[src/rtl/sat_state_pkg.sv]
// Shared encodings for the SAT engine state list and the decision controller.
package sat_state_pkg;

    localparam logic [1:0] VAL_FREE    = 2'b00;
    localparam logic [1:0] VAL_FALSE   = 2'b01;
    localparam logic [1:0] VAL_TRUE    = 2'b10;
    localparam int         IMPLIED_BIT = 0;

    typedef enum logic [1:0] {
        IDLE  = 2'd0,
        SCAN  = 2'd1,
        ISSUE = 2'd2
    } dcd_state_e;

endpackage

[src/rtl/dcd_chunk_pe.sv]
// Combinational priority encoder: lowest free variable within one scan chunk.
module dcd_chunk_pe
    import sat_state_pkg::*;
#(
    parameter int SCAN_W = 4,
    parameter int WIDTH  = 3,
    parameter int LOC_W  = (SCAN_W > 1) ? $clog2(SCAN_W) : 1
) (
    input  logic [SCAN_W*WIDTH-1:0] slice_i,
    output logic                    found_o,
    output logic [LOC_W-1:0]        idx_o
);

    // Walk from the top down so the lowest free index is the one left standing.
    always_comb begin
        found_o = 1'b0;
        idx_o   = '0;
        for (int i = SCAN_W - 1; i >= 0; i--) begin
            if (slice_i[i*WIDTH+WIDTH-1 -: 2] == VAL_FREE) begin
                found_o = 1'b1;
                idx_o   = LOC_W'(i);
            end
        end
    end

endmodule

[src/rtl/dcd_scan_ctrl.sv]
// Decision controller: scans the value vector chunk by chunk for the lowest
// free variable, offers it to BCP over valid/ready and tracks the decision level.
module dcd_scan_ctrl
    import sat_state_pkg::*;
#(
    parameter int         NUM_VARS  = 16,
    parameter int         WIDTH     = 3,
    parameter int         SCAN_W    = 4,
    parameter int         VAR_W     = 4,
    parameter int         LVL_W     = 5,
    parameter logic [1:0] DEC_VALUE = 2'b01
) (
    input  logic                      clk,
    input  logic                      rst,
    input  logic                      start_i,
    input  logic [NUM_VARS*WIDTH-1:0] vars_value_i,
    output logic                      decide_valid_o,
    input  logic                      decide_ready_i,
    output logic [VAR_W-1:0]          decide_var_o,
    output logic [1:0]                decide_value_o,
    output logic [LVL_W-1:0]          decide_level_o,
    output logic                      all_assigned_o,
    output logic                      busy_o,
    input  logic                      bkt_i,
    input  logic [LVL_W-1:0]          bkt_level_i,
    output logic [LVL_W-1:0]          cur_level_o
);

    localparam int NUM_CHUNKS = NUM_VARS / SCAN_W;
    localparam int CHUNK_W    = (NUM_CHUNKS > 1) ? $clog2(NUM_CHUNKS) : 1;
    localparam int LOC_W      = (SCAN_W > 1) ? $clog2(SCAN_W) : 1;

    // Handshake: a decision transfers on a rising edge where decide_valid_o and
    // decide_ready_i are both high and bkt_i is low; valid never drops before that
    // unless a backtrack aborts it, and var/value/level hold steady while valid.

    dcd_state_e           state_q, state_d;
    logic [CHUNK_W-1:0]   chunk_q, chunk_d;
    logic                 valid_q, valid_d;
    logic [VAR_W-1:0]     var_q, var_d;
    logic [1:0]           value_q, value_d;
    logic [LVL_W-1:0]     dlvl_q, dlvl_d;
    logic                 all_q, all_d;
    logic [LVL_W-1:0]     cur_q, cur_d;

    logic [SCAN_W*WIDTH-1:0] slice;
    logic                    pe_found;
    logic [LOC_W-1:0]        pe_idx;

    assign slice = vars_value_i[chunk_q*(SCAN_W*WIDTH) +: SCAN_W*WIDTH];

    dcd_chunk_pe #(
        .SCAN_W (SCAN_W),
        .WIDTH  (WIDTH),
        .LOC_W  (LOC_W)
    ) u_pe (
        .slice_i (slice),
        .found_o (pe_found),
        .idx_o   (pe_idx)
    );

    always_ff @(posedge clk) begin
        if (!rst) begin
            state_q <= IDLE;
            chunk_q <= '0;
            valid_q <= 1'b0;
            var_q   <= '0;
            value_q <= '0;
            dlvl_q  <= '0;
            all_q   <= 1'b0;
            cur_q   <= '0;
        end else begin
            state_q <= state_d;
            chunk_q <= chunk_d;
            valid_q <= valid_d;
            var_q   <= var_d;
            value_q <= value_d;
            dlvl_q  <= dlvl_d;
            all_q   <= all_d;
            cur_q   <= cur_d;
        end
    end

    always_comb begin
        state_d = state_q;
        chunk_d = chunk_q;
        valid_d = valid_q;
        var_d   = var_q;
        value_d = value_q;
        dlvl_d  = dlvl_q;
        all_d   = 1'b0;
        cur_d   = cur_q;
        // Backtrack overrides start, a pending handshake and the end of a scan.
        if (bkt_i) begin
            state_d = IDLE;
            chunk_d = '0;
            valid_d = 1'b0;
            if (bkt_level_i <= cur_q) begin
                cur_d = bkt_level_i;
            end
        end else begin
            case (state_q)
                IDLE: begin
                    if (start_i) begin
                        state_d = SCAN;
                        chunk_d = '0;
                    end
                end
                SCAN: begin
                    if (pe_found) begin
                        var_d   = VAR_W'(chunk_q) * VAR_W'(SCAN_W) + VAR_W'(pe_idx);
                        value_d = DEC_VALUE;
                        dlvl_d  = cur_q + LVL_W'(1);
                        valid_d = 1'b1;
                        state_d = ISSUE;
                    end else if (chunk_q == CHUNK_W'(NUM_CHUNKS - 1)) begin
                        all_d   = 1'b1;
                        chunk_d = '0;
                        state_d = IDLE;
                    end else begin
                        chunk_d = chunk_q + CHUNK_W'(1);
                    end
                end
                ISSUE: begin
                    if (decide_ready_i) begin
                        valid_d = 1'b0;
                        cur_d   = cur_q + LVL_W'(1);
                        state_d = IDLE;
                    end
                end
                default: begin
                    state_d = IDLE;
                    chunk_d = '0;
                    valid_d = 1'b0;
                end
            endcase
        end
    end

    assign decide_valid_o = valid_q;
    assign decide_var_o   = var_q;
    assign decide_value_o = value_q;
    assign decide_level_o = dlvl_q;
    assign all_assigned_o = all_q;
    assign busy_o         = (state_q != IDLE);
    assign cur_level_o    = cur_q;

endmodule

[config.mk]
export PLATFORM = sky130hd
export DESIGN_NAME = dcd_scan_ctrl
export DESIGN_NICKNAME = d
export VERILOG_FILES = /design/src/rtl/sat_state_pkg.sv /design/src/rtl/dcd_chunk_pe.sv /design/src/rtl/dcd_scan_ctrl.sv
export SDC_FILE = /design/constraint.sdc
export NUM_CORES = 1
export LEC_CHECK = 0
export ABC_AREA = 1
export CAP_MARGIN = 15
export CORE_AREA = 2 2 64 66
export DETAILED_ROUTE_END_ITERATION = 8
export DIE_AREA = 0 0 66 68
export HOLD_SLACK_MARGIN = 0.1
export PLACE_DENSITY = 0.81
export SETUP_SLACK_MARGIN = 0.1
export SYNTH_ARGS = -nofsm -noshare
export SYNTH_HDL_FRONTEND = slang
export SYNTH_SLANG_ARGS = --single-unit
[constraint.sdc]
create_clock -name clk -period 3.56 [get_ports clk]
set_input_delay 0.712 -clock clk [delete_from_list [all_inputs] [get_ports clk]]
set_output_delay 0.712 -clock clk [all_outputs]
set_load 0.01 [all_outputs]
==> summary.md <==
| Metric | Value |
|---|---|
| Result of the run | finished, final reports clean |
| Total nets after synthesis | around 300 |
| Drt first-iter violations | 68 |
| Post-CTS sizing | 0 |
| Placer Congestion | ~0.83 |
| Reported leakage power | approximately 0.00095 uW |
| Clock period minus worst slack | between 2000 and 2500 ps |
| Worst min-delay path category | reg -> reg |
| Crit path kind | in -> reg |
| Maximum clock insertion buffer count | 2 |
| Yosys warns | 0 |
| Unrepaired setup endpoints after global routing | false |
| Synthesized netlist cell count | approximately 230 |
| Critical Path Sink Type | flip-flop |
| Buffers inserted during post-CTS setup optimization | 0 |
| Number of different library cells in the post-synthesis netlist | 25 |
| Met3 track demand over resource in global routing | between 3 and 4% |
| Number of primary I/O pins | 77 |
| Setup Viol. Count Final | 0 |
| Die ar. | around 4500 um2 |
| Final number of hold-violating endpoints | 0 |
| DRC violations left | 0 |
| Die X | between 60 and 70 um |
| Headroom to the max-slew limit | between 60 and 70% |
| Sequential Area | around 420 um2 |
| Global Route met1 Usage | 20.9% |
| Busiest layer in global routing | met2 |
| NumNets Final | between 300 and 400 |
| Number of H-tree levels | 1 |
| Max Clock Freq | roughly 480 MHz |
| Worst path required time | approximately 3800 ps |
| Slew of the pin with the lowest slew margin | about 550 ps |
| Aggregate routed wire length | between 3 and 4 mm |
| Final Cell Area | 2100 um2 |
| Sink count of the clock tree | 21 |
| Total track usage | 16.2% |
| Layout cells sized above 1 | 6.99% |
| Antenna Nets Post-Route | 0 |
| Clock slew at the register clock pins of the worst setup and hold paths | 70 ps |
| Data arrival time at the worst-slack endpoint | between 2000 and 2500 ps |
| Global-route wire length before repair | just under 6 mm |
| Effective utilization at floorplan | about 38% |
| Synthesis-to-finish area growth | 44.0% |
| Hold bufs inserted after CTS | 0 |
| Final number of max-transition violations | 0 |
| Maximum fanout along the worst path | 8 |
| Areal power density over the cells | between 200 and 300 nW/um2 |
| Final TNS setup | 0 ps |
| CTS buffer count | 3 |
| Peak VDD IR | roughly 0.00015 V |
| Vias per cell | between 4 and 5 |
| Area of combinational cells with multiple inputs | ~850 um2 |
| Total of buffers placed on input and output ports | 59 |
| Syn Std Cell Area | between 1000 and 1500 um2 |
| Post-route clock skew | between 6 and 7 ps |
| Number of optimization iterations in the first detailed-route pass | 4 |
| Post-synthesis register bit count | 21 |
| TritonCTS clock tree | done |
| Wirelength per Cell | about 10 um |
| Kind of start point of the critical path | input pin |
| Core outline area | ~3900 um2 |
| Buffer type at the clock tree root | clkbuf_8 |
| Die outline height | approximately 68 um |
| Vias in the first global route | 1326 |
| DP Area | slightly above 2000 um2 |
| Ant. Diodes | 0 |
| Number of rows in the core area | 23 |
| Number of fillers in the final layout | 393 |
| Pin count of the biggest net entering global routing | 16 |
| Post-route clock period utilization | about three fifths |
| Sequential-to-total area share from yosys stat | slightly below 30% |
| Syn_area_per_cell | around 6.4 um2 |
| Number of max-capacitance violations reported | 0 |
| Met2 Usage GRT | between 20% and 30% |
| Via count | 1524 |
| Worst skew pair latency | ~260 ps |
| Remaining global-route overflow | 0 |
| Placed wire-length estimate after detailed placement | about 2.8 mm |
| Number of antenna violations at the first check in global routing | 0 |
## sequential cells by signal, indices dropped and copies added, names as in the netlist
| signal | flops |
|---|---|
| decide_value_o | 1 |
| state_q | 2 |
| cur_level_o | 5 |
| all_assigned_o | 1 |
| chunk_q | 2 |
| decide_level_o | 5 |
| decide_var_o | 4 |
| decide_valid_o | 1 |
## synthesized netlist by cell type, drive strengths merged
library cell | n | area [um2]
nand2 | 68 | 280
o221ai | 1 | 8.76
nor3 | 1 | 5.00
buf | 6 | 57.5
nand4 | 3 | 25.0
nor2 | 41 | 156
nand3b | 5 | 37.5
inv | 33 | 126
ha | 7 | 87.6
conb | 1 | 3.75
xor2 | 3 | 26.3
o21ai | 3 | 18.8
a21oi | 14 | 70.1
nand3 | 22 | 133
dfxtp | 21 | 420
## cells in the final DEF (no fill, tap or decap)
cell / Yosys / final
nor2_1: 40 / 40
clkdlybuf4s50_1: 0 / 59
o221ai_1: 1 / 1
nand3_1: 19 / 19
nor3_1: 1 / 1
xor2_1: 3 / 3
nor2_2: 1 / 1
o21ai_0: 2 / 2
conb_1: 1 / 1
inv_4: 1 / 1
dfxtp_1: 21 / 21
a21oi_1: 14 / 14
inv_1: 32 / 32
nand2_2: 10 / 10
clkbuf_8: 0 / 3
nand3_2: 2 / 2
nand3b_1: 5 / 5
o21ai_2: 1 / 1
nand4_1: 2 / 2
clkbuf_1: 0 / 1
nand4_2: 1 / 1
nand2_1: 58 / 58
nand3_4: 1 / 1
ha_1: 7 / 7
## power by group
group | internal [uW] | switching, uW | total, uW
logic | 92.2 | 82.2 | 174
clock network | 79.8 | 79.1 | 159
registers | 245 | 12.3 | 258
## worst paths after layout
| check | startpoint | end | slack [ps] | cells after the start |
|---|---|---|---|---|
| worst max-delay path | bkt_level_i[3] | cur_level_o[2]$_SDFFE_PN0P_ | 1460 | 8 |
| worst min-delay path | decide_value_o[0]$_SDFFE_PN0P_ | decide_value_o[0]$_SDFFE_PN0P_ | 450 | 2 |
| worst max register to register | chunk_q[0]$_SDFFE_PP0P_ | decide_level_o[3]$_SDFFE_PN0P_ | 1840 | 11 |
| worst min register to register | decide_value_o[0]$_SDFFE_PN0P_ | decide_value_o[0]$_SDFFE_PN0P_ | 450 | 2 |
## final cells by class
type	count	share of cell area (%)
Multi-Input combinational cell	169	40.6
Timing Repair Buffer	59	28.2
Tap cell	50	2.98
Inverter	33	6.03
Clock buffer	4	2.15
Sequential cell	21	20.0
## logic make-up (layout without fill, tap and decap cells)
family                     Yosys count  in the layout  synth area share, %
buffers and inverters               39             96                 12.6
adders and majority gates            7              7                 6.01
other                                1              1                0.257
xor gates and xnor gates             3              3                 1.80
DFF                                 21             21                 28.9
AOI/OAI and AO/OA                   18             18                 6.70
and+or+nand+nor                    140            140                 43.7
## worst max-delay path, stage by stage
cell and delay (ps):
clkdlybuf4s50_1 440, ha_1 310, nand4_1 120, o221ai_1 160, nand2_1 210, nand2_1 160
nand2_1 60, a21oi_1 120
## stage by stage
stage	setup slack, ps	cells	util, %	total power, uW	hold WS (ps)
2_1_floorplan	1820	229	-	359	469
3_3_place_gp	1230	332	53.2	433	440
3_5_place_dp	1190	332	53.2	438	443
4_1_cts	1460	336	54.4	596	454
5_1_grt	1270	336	54.4	629	489
6_report	1460	336	54.4	591	454
## per-layer routing
layer	share of wire (%)	wire length (um)	up-vias
met5	0	0	-
met4	0.97	34	0
met3	6.1	213	4
met2	46	1610	37
met1	47	1640	655
li1	-	-	828
Power figures use the tool's default switching activity.
